[src/rtl/norm_channel_accumulator.sv]
// Per-channel statistics accumulator: sums NUM_SPATIAL_BLOCKS window partials
// into one {channel, sum, sumsq} beat and tracks the expected channel index.
module norm_channel_accumulator #(
  parameter int unsigned NUM_CHANNELS       = 2,
  parameter int unsigned NUM_SPATIAL_BLOCKS = 4,
  parameter int unsigned IN_WIDTH           = 16,
  parameter int unsigned SQ_WIDTH           = 32,
  localparam int unsigned C_W          = (NUM_CHANNELS == 1) ? 1 : $clog2(NUM_CHANNELS),
  localparam int unsigned S_W          = (NUM_SPATIAL_BLOCKS == 1) ? 1 : $clog2(NUM_SPATIAL_BLOCKS),
  localparam int unsigned SUM_WIDTH    = IN_WIDTH + S_W,
  localparam int unsigned SQ_ACC_WIDTH = SQ_WIDTH + S_W
) (
  input  logic                    clk,
  input  logic                    rst,
  input  logic [IN_WIDTH-1:0]     in_sum,
  input  logic [SQ_WIDTH-1:0]     in_sumsq,
  input  logic [C_W-1:0]          in_channel,
  input  logic                    in_valid,
  output logic                    in_ready,
  output logic                    inc,
  output logic [SUM_WIDTH-1:0]    out_sum,
  output logic [SQ_ACC_WIDTH-1:0] out_sumsq,
  output logic [C_W-1:0]          out_channel,
  output logic                    out_valid,
  input  logic                    out_ready,
  output logic                    err_channel
);

  localparam bit SINGLE_BLOCK = (NUM_SPATIAL_BLOCKS == 1);

  logic [S_W-1:0]          spatial_cnt;
  logic [C_W-1:0]          exp_channel;
  logic [SUM_WIDTH-1:0]    acc_sum;
  logic [SQ_ACC_WIDTH-1:0] acc_sq;

  logic                    last_beat;
  logic                    accept;
  logic [SUM_WIDTH-1:0]    sum_ext;
  logic [SQ_ACC_WIDTH-1:0] sq_ext;
  logic [SUM_WIDTH-1:0]    sum_base;
  logic [SQ_ACC_WIDTH-1:0] sq_base;
  logic [SUM_WIDTH-1:0]    sum_total;
  logic [SQ_ACC_WIDTH-1:0] sq_total;

  // A last beat may only stall while the single output slot is still occupied.
  assign last_beat = (spatial_cnt == S_W'(NUM_SPATIAL_BLOCKS - 1));
  assign in_ready  = !last_beat || !out_valid || out_ready;
  assign accept    = in_valid && in_ready;
  assign inc       = accept;

  assign sum_ext   = {{S_W{in_sum[IN_WIDTH-1]}}, in_sum};
  assign sq_ext    = {{S_W{1'b0}}, in_sumsq};
  assign sum_base  = SINGLE_BLOCK ? '0 : acc_sum;
  assign sq_base   = SINGLE_BLOCK ? '0 : acc_sq;
  assign sum_total = sum_base + sum_ext;
  assign sq_total  = sq_base + sq_ext;

  // Window position and expected channel tracking.
  always_ff @(posedge clk or negedge rst) begin
    if (!rst) begin
      spatial_cnt <= '0;
      exp_channel <= '0;
    end else if (accept) begin
      if (last_beat) begin
        spatial_cnt <= '0;
        exp_channel <= (exp_channel == C_W'(NUM_CHANNELS - 1)) ? '0 : exp_channel + C_W'(1);
      end else begin
        spatial_cnt <= spatial_cnt + S_W'(1);
      end
    end
  end

  // First window of a channel loads the accumulators rather than adding.
  always_ff @(posedge clk or negedge rst) begin
    if (!rst) begin
      acc_sum <= '0;
      acc_sq  <= '0;
    end else if (accept && !last_beat) begin
      if (spatial_cnt == '0) begin
        acc_sum <= sum_ext;
        acc_sq  <= sq_ext;
      end else begin
        acc_sum <= sum_total;
        acc_sq  <= sq_total;
      end
    end
  end

  // Single-entry result register; a new result may replace one being consumed.
  always_ff @(posedge clk or negedge rst) begin
    if (!rst) begin
      out_sum     <= '0;
      out_sumsq   <= '0;
      out_channel <= '0;
      out_valid   <= 1'b0;
    end else if (accept && last_beat) begin
      out_sum     <= sum_total;
      out_sumsq   <= sq_total;
      out_channel <= exp_channel;
      out_valid   <= 1'b1;
    end else if (out_ready) begin
      out_valid   <= 1'b0;
    end
  end

  always_ff @(posedge clk or negedge rst) begin
    if (!rst) begin
      err_channel <= 1'b0;
    end else if (accept && (in_channel != exp_channel)) begin
      err_channel <= 1'b1;
    end
  end

endmodule

[config.mk]
export PLATFORM = sky130hd
export DESIGN_NAME = norm_channel_accumulator
export DESIGN_NICKNAME = d
export VERILOG_FILES = /design/src/rtl/norm_channel_accumulator.sv
export SDC_FILE = /design/constraint.sdc
export NUM_CORES = 1
export LEC_CHECK = 0
export ABC_AREA = 1
export BUFFER_PORTS_ARGS = -buffer_cell sky130_fd_sc_hd__buf_2
export CELL_PAD_IN_SITES_DETAIL_PLACEMENT = 1
export CELL_PAD_IN_SITES_GLOBAL_PLACEMENT = 2
export CORE_AREA = 3 3 165 167
export CTS_CLUSTER_DIAMETER = 120
export DETAILED_ROUTE_END_ITERATION = 10
export DIE_AREA = 0 0 168 170
export GPL_ROUTABILITY_DRIVEN = 0
export PLACE_DENSITY = 0.89
export SYNTH_ARGS = -nofsm -noshare
export SYNTH_HDL_FRONTEND = slang
export SYNTH_SLANG_ARGS = --single-unit
[constraint.sdc]
create_clock -name clk -period 2.24 [get_ports clk]
set_clock_uncertainty 0.15 [all_clocks]
set_input_delay 0.336 -clock clk [delete_from_list [all_inputs] [get_ports clk]]
set_output_delay 0.336 -clock clk [all_outputs]
set_load 0.01 [all_outputs]
==> summary.md <==
| Metric | Value |
|---|---|
| Status | finished, final reports clean |
| Arrival @ worst endpoint | 2.26 ns |
| Max Fclk | 462 MHz |
| Post-DRT Antenna Nets | 0 |
| Worst Setup SP | acc_sq[0] |
| CP Max Fanout | 3 |
| Max H-tree Level | 3 |
| Die width | 168 µm |
| Initial core utilization | 31.8% |
| Post-synthesis cell count | 1269 |
| GRT Resource Usage Total | 19.5% |
| Final setup vio count | 0 |
| Num CTS Buffers | 9 |
| Largest cells by area after synthesis | dfrtp_1 33%, nand2_1 23%, ha_1 7.8%, inv_1 7.5%, nand3_1 5.8% |
| HPWL Detailed | 21700 µm |
| CP required | 2.34 ns |
| CTS root buffer | clkbuf_16 |
| DR vias | 8515 |
| N_diodes | 0 |
| Share of layout cells above drive strength 1 | 21.3% |
| Routed len/inst | 15.9 µm |
| Max Slew Vio Count | 0 |
| Clock Tree Buf Depth | 2 |
| CP Launch Type | register |
| Least-Margin Pin Slew | 0.420 ns |
| Row count | 59 |
| Largest net degree at the start of global routing | 68 |
| Vias in the first global route | 8937 |
| Syn-to-layout area delta | 25.6% |
| Skew-Pair Late Insertion Delay | 0.37 ns |
| Leak Pwr | 5.69 nW |
| Mean post-synth cell area | 6.49 µm² |
| Die area | 28600 µm² |
| Die Y-Extent | 170 µm |
| Sw Ratio | 50.3% |
| Post-Route WL | 27900 µm |
| CP Capture Type | register |
| Clock slew at reported path FFs | 0.09 ns |
| Clock Power Share | 11.2% |
| IO Count | 110 |
| Vias per cell | 4.84 |
| Clock sink total | 110 |
| Pint | 7.70 mW |
| Unique cell type count in the Yosys netlist | 39 |
| Worst slew margin | 72.0% |
| I/O Buffers | 109 |
| Flops & latches, synth | 110 |
| Register area share after synthesis | 33.4% |
| Fill cells | 3382 |
| FFs w/ async S/R, synth | 100% |
| Worst VDD drop | 0.475 mV |
| Initial antenna violation count | 1 |
| Tot Pwr | 15.5 mW |
| Hold Worst Slack | 0.0660 ns |
| Tightest Hold Check Type | input pin to register |
| Number of synthesized flops with an enable pin | 0 |
| First-pass GRT wire length | 45400 µm |
| Post-Syn Nets | 1375 |
| Ys flop type | dfrtp_1 |
| Detailed router's first-iteration violation count | 372 |
| Sw power | 7.78 mW |
| Cell taking the most area after synthesis | dfrtp_1 |
| # DRC | 0 |
| Logic pwr share | 65.9% |
| Total gr overflow | 0 |
| Max_cap viols | 0 |
| Worst setup path category | register to register |
| Mapped cell area | 8230 µm² |
| TritonCTS clock tree | done |
| Final nets | 1527 |
| DRT Pass-1 Iters | 5 |
| Top-area cell type share of the netlist area | 33.4% |
| Yosys warnings | 0 |
| Flop pwr share | 22.9% |
| Core area | 25900 µm² |
| Hold path start | in_sum[4] |
| Crit path time final | 2.16 ns |
| PwrDens | 1500 nW/µm² |
| Final hold viol count | 0 |
| Worst r2r src | acc_sq[0] |
| Final period util | 96.6% |
| RSZ-0062 raised after global routing | yes |
-- cells by family after synthesis --
group	share of synthesized area (%)
XOR/XNOR	1.81
AND/OR/NAND/NOR	37.5
adder cells (fa/ha/maj)	8.24
buffers and inverters	9.73
flip-flops	33.4
AO/OA/AOI/OAI	9.29
-- flip-flops by register name (all words and copies together), names as in the netlist, 2 cells and up --
| register | cells |
|---|---|
| acc_sq | 34 |
| out_sumsq | 34 |
| out_sum | 18 |
| acc_sum | 18 |
| spatial_cnt | 2 |
-- routing by layer --
layer	up-vias	share of wire (%)	track usage, %
met5	-	0.064	0
met4	2	2.2	5.41
met3	43	3.4	3.18
met2	117	49	34.6
met1	4074	46	24.8
li1	4279	-	-
-- power by group through the flow --
stage	logic, mW	registers, mW	clock network, mW
6_report	10.2	3.54	1.74
5_1_grt	11.6	3.66	1.85
4_1_cts	9.64	3.50	1.80
3_5_place_dp	9.53	3.52	0
3_3_place_gp	9.24	3.49	0
2_1_floorplan	6.08	3.62	0
-- critical path: stages (launching register included) --
cell	delay (ns)
dfrtp_1	0.37
ha_2	0.18
inv_1	0.05
fa_2	0.35
inv_2	0.07
nand3_1	0.09
nand3_2	0.12
nand3_2	0.09
buf_4	0.14
nand4_1	0.13
nand3_1	0.11
o211ai_1	0.10
nand2_1	0.08
-- layout by cell type, fill, tap and decap left out, types with 9 or more instances in the layout --
| cell | synthesis | layout |
|---|---|---|
| nand2_1 | 515 | 493 |
| inv_1 | 165 | 163 |
| dfrtp_1 | 110 | 110 |
| buf_2 | 16 | 108 |
| nor2_1 | 111 | 99 |
| nand3_1 | 95 | 84 |
| buf_4 | 8 | 56 |
| a21oi_1 | 44 | 32 |
| o21ai_0 | 31 | 30 |
| ha_1 | 51 | 28 |
| nand2_2 | 7 | 25 |
| o21a_1 | 14 | 14 |
| o211ai_1 | 13 | 13 |
| a21oi_2 | 1 | 13 |
| nor2_2 | 2 | 13 |
| nand3_2 | 2 | 12 |
| ha_4 | 0 | 12 |
| ha_2 | 0 | 11 |
| o21ai_1 | 11 | 10 |
| clkbuf_16 | 0 | 9 |
-- layout make-up --
class | instances | area, µm² | area share, %
multi-input combinational | 959 | 5140 | 49.7
sequential | 110 | 2750 | 26.6
timing repair buffer | 171 | 1080 | 10.5
inverter | 170 | 638 | 6.17
tap | 335 | 419 | 4.05
clock buffer | 9 | 225 | 2.18
clock inverter | 7 | 86.3 | 0.835
-- synth_stat cells (all sizes together), types with 3 or more instances --
cell type and count:
nand2 522, inv 170, nor2 115, dfrtp 110, nand3 97, ha 51
a21oi 46, o21ai 42, buf 25, o21a 14, o211ai 13, xnor2 9
xor2 8, nand4 7, nor3 7, clkbuf 5, o21bai 4, or2 4
a31oi 3, and2 3, nand3b 3, o221ai 3
-- through the flow --
stage	utilization, %	worst slack, ns	TNS, ns	area (µm²)	cells
global route	39.9	-0.0723	-0.219	10300	1761
global placement	36.8	-0.0750	-0.301	9540	1742
detailed placement	36.8	-0.0964	-0.858	9540	1742
CTS	38.2	0.00113	0	9910	1760
floorplan	-	0.193	0	8230	1269
finish	39.9	0.0769	0	10300	1761
-- path summary, 6_finish.rpt --
path | end | slack, ns | depth (start not counted)
max | acc_sq[12] | 0.08 | 12
min | acc_sum[4] | 0.07 | 3
max reg2reg | acc_sq[12] | 0.08 | 12
min reg2reg | out_sum[0] | 0.33 | 2
max in group asynchronous | acc_sq[16] | 1.22 | 3
min in group asynchronous | out_sumsq[21] | 0.33 | 3
-- repair_timing --
action	CTS	global route
hold buffers	2	0
hold endpoints to repair	111	0
setup buffers	0	1
gates resized for setup	4	102
endpoints found under the setup margin	7	57
pin swaps	0	9
(Power assumes the default switching activity.)
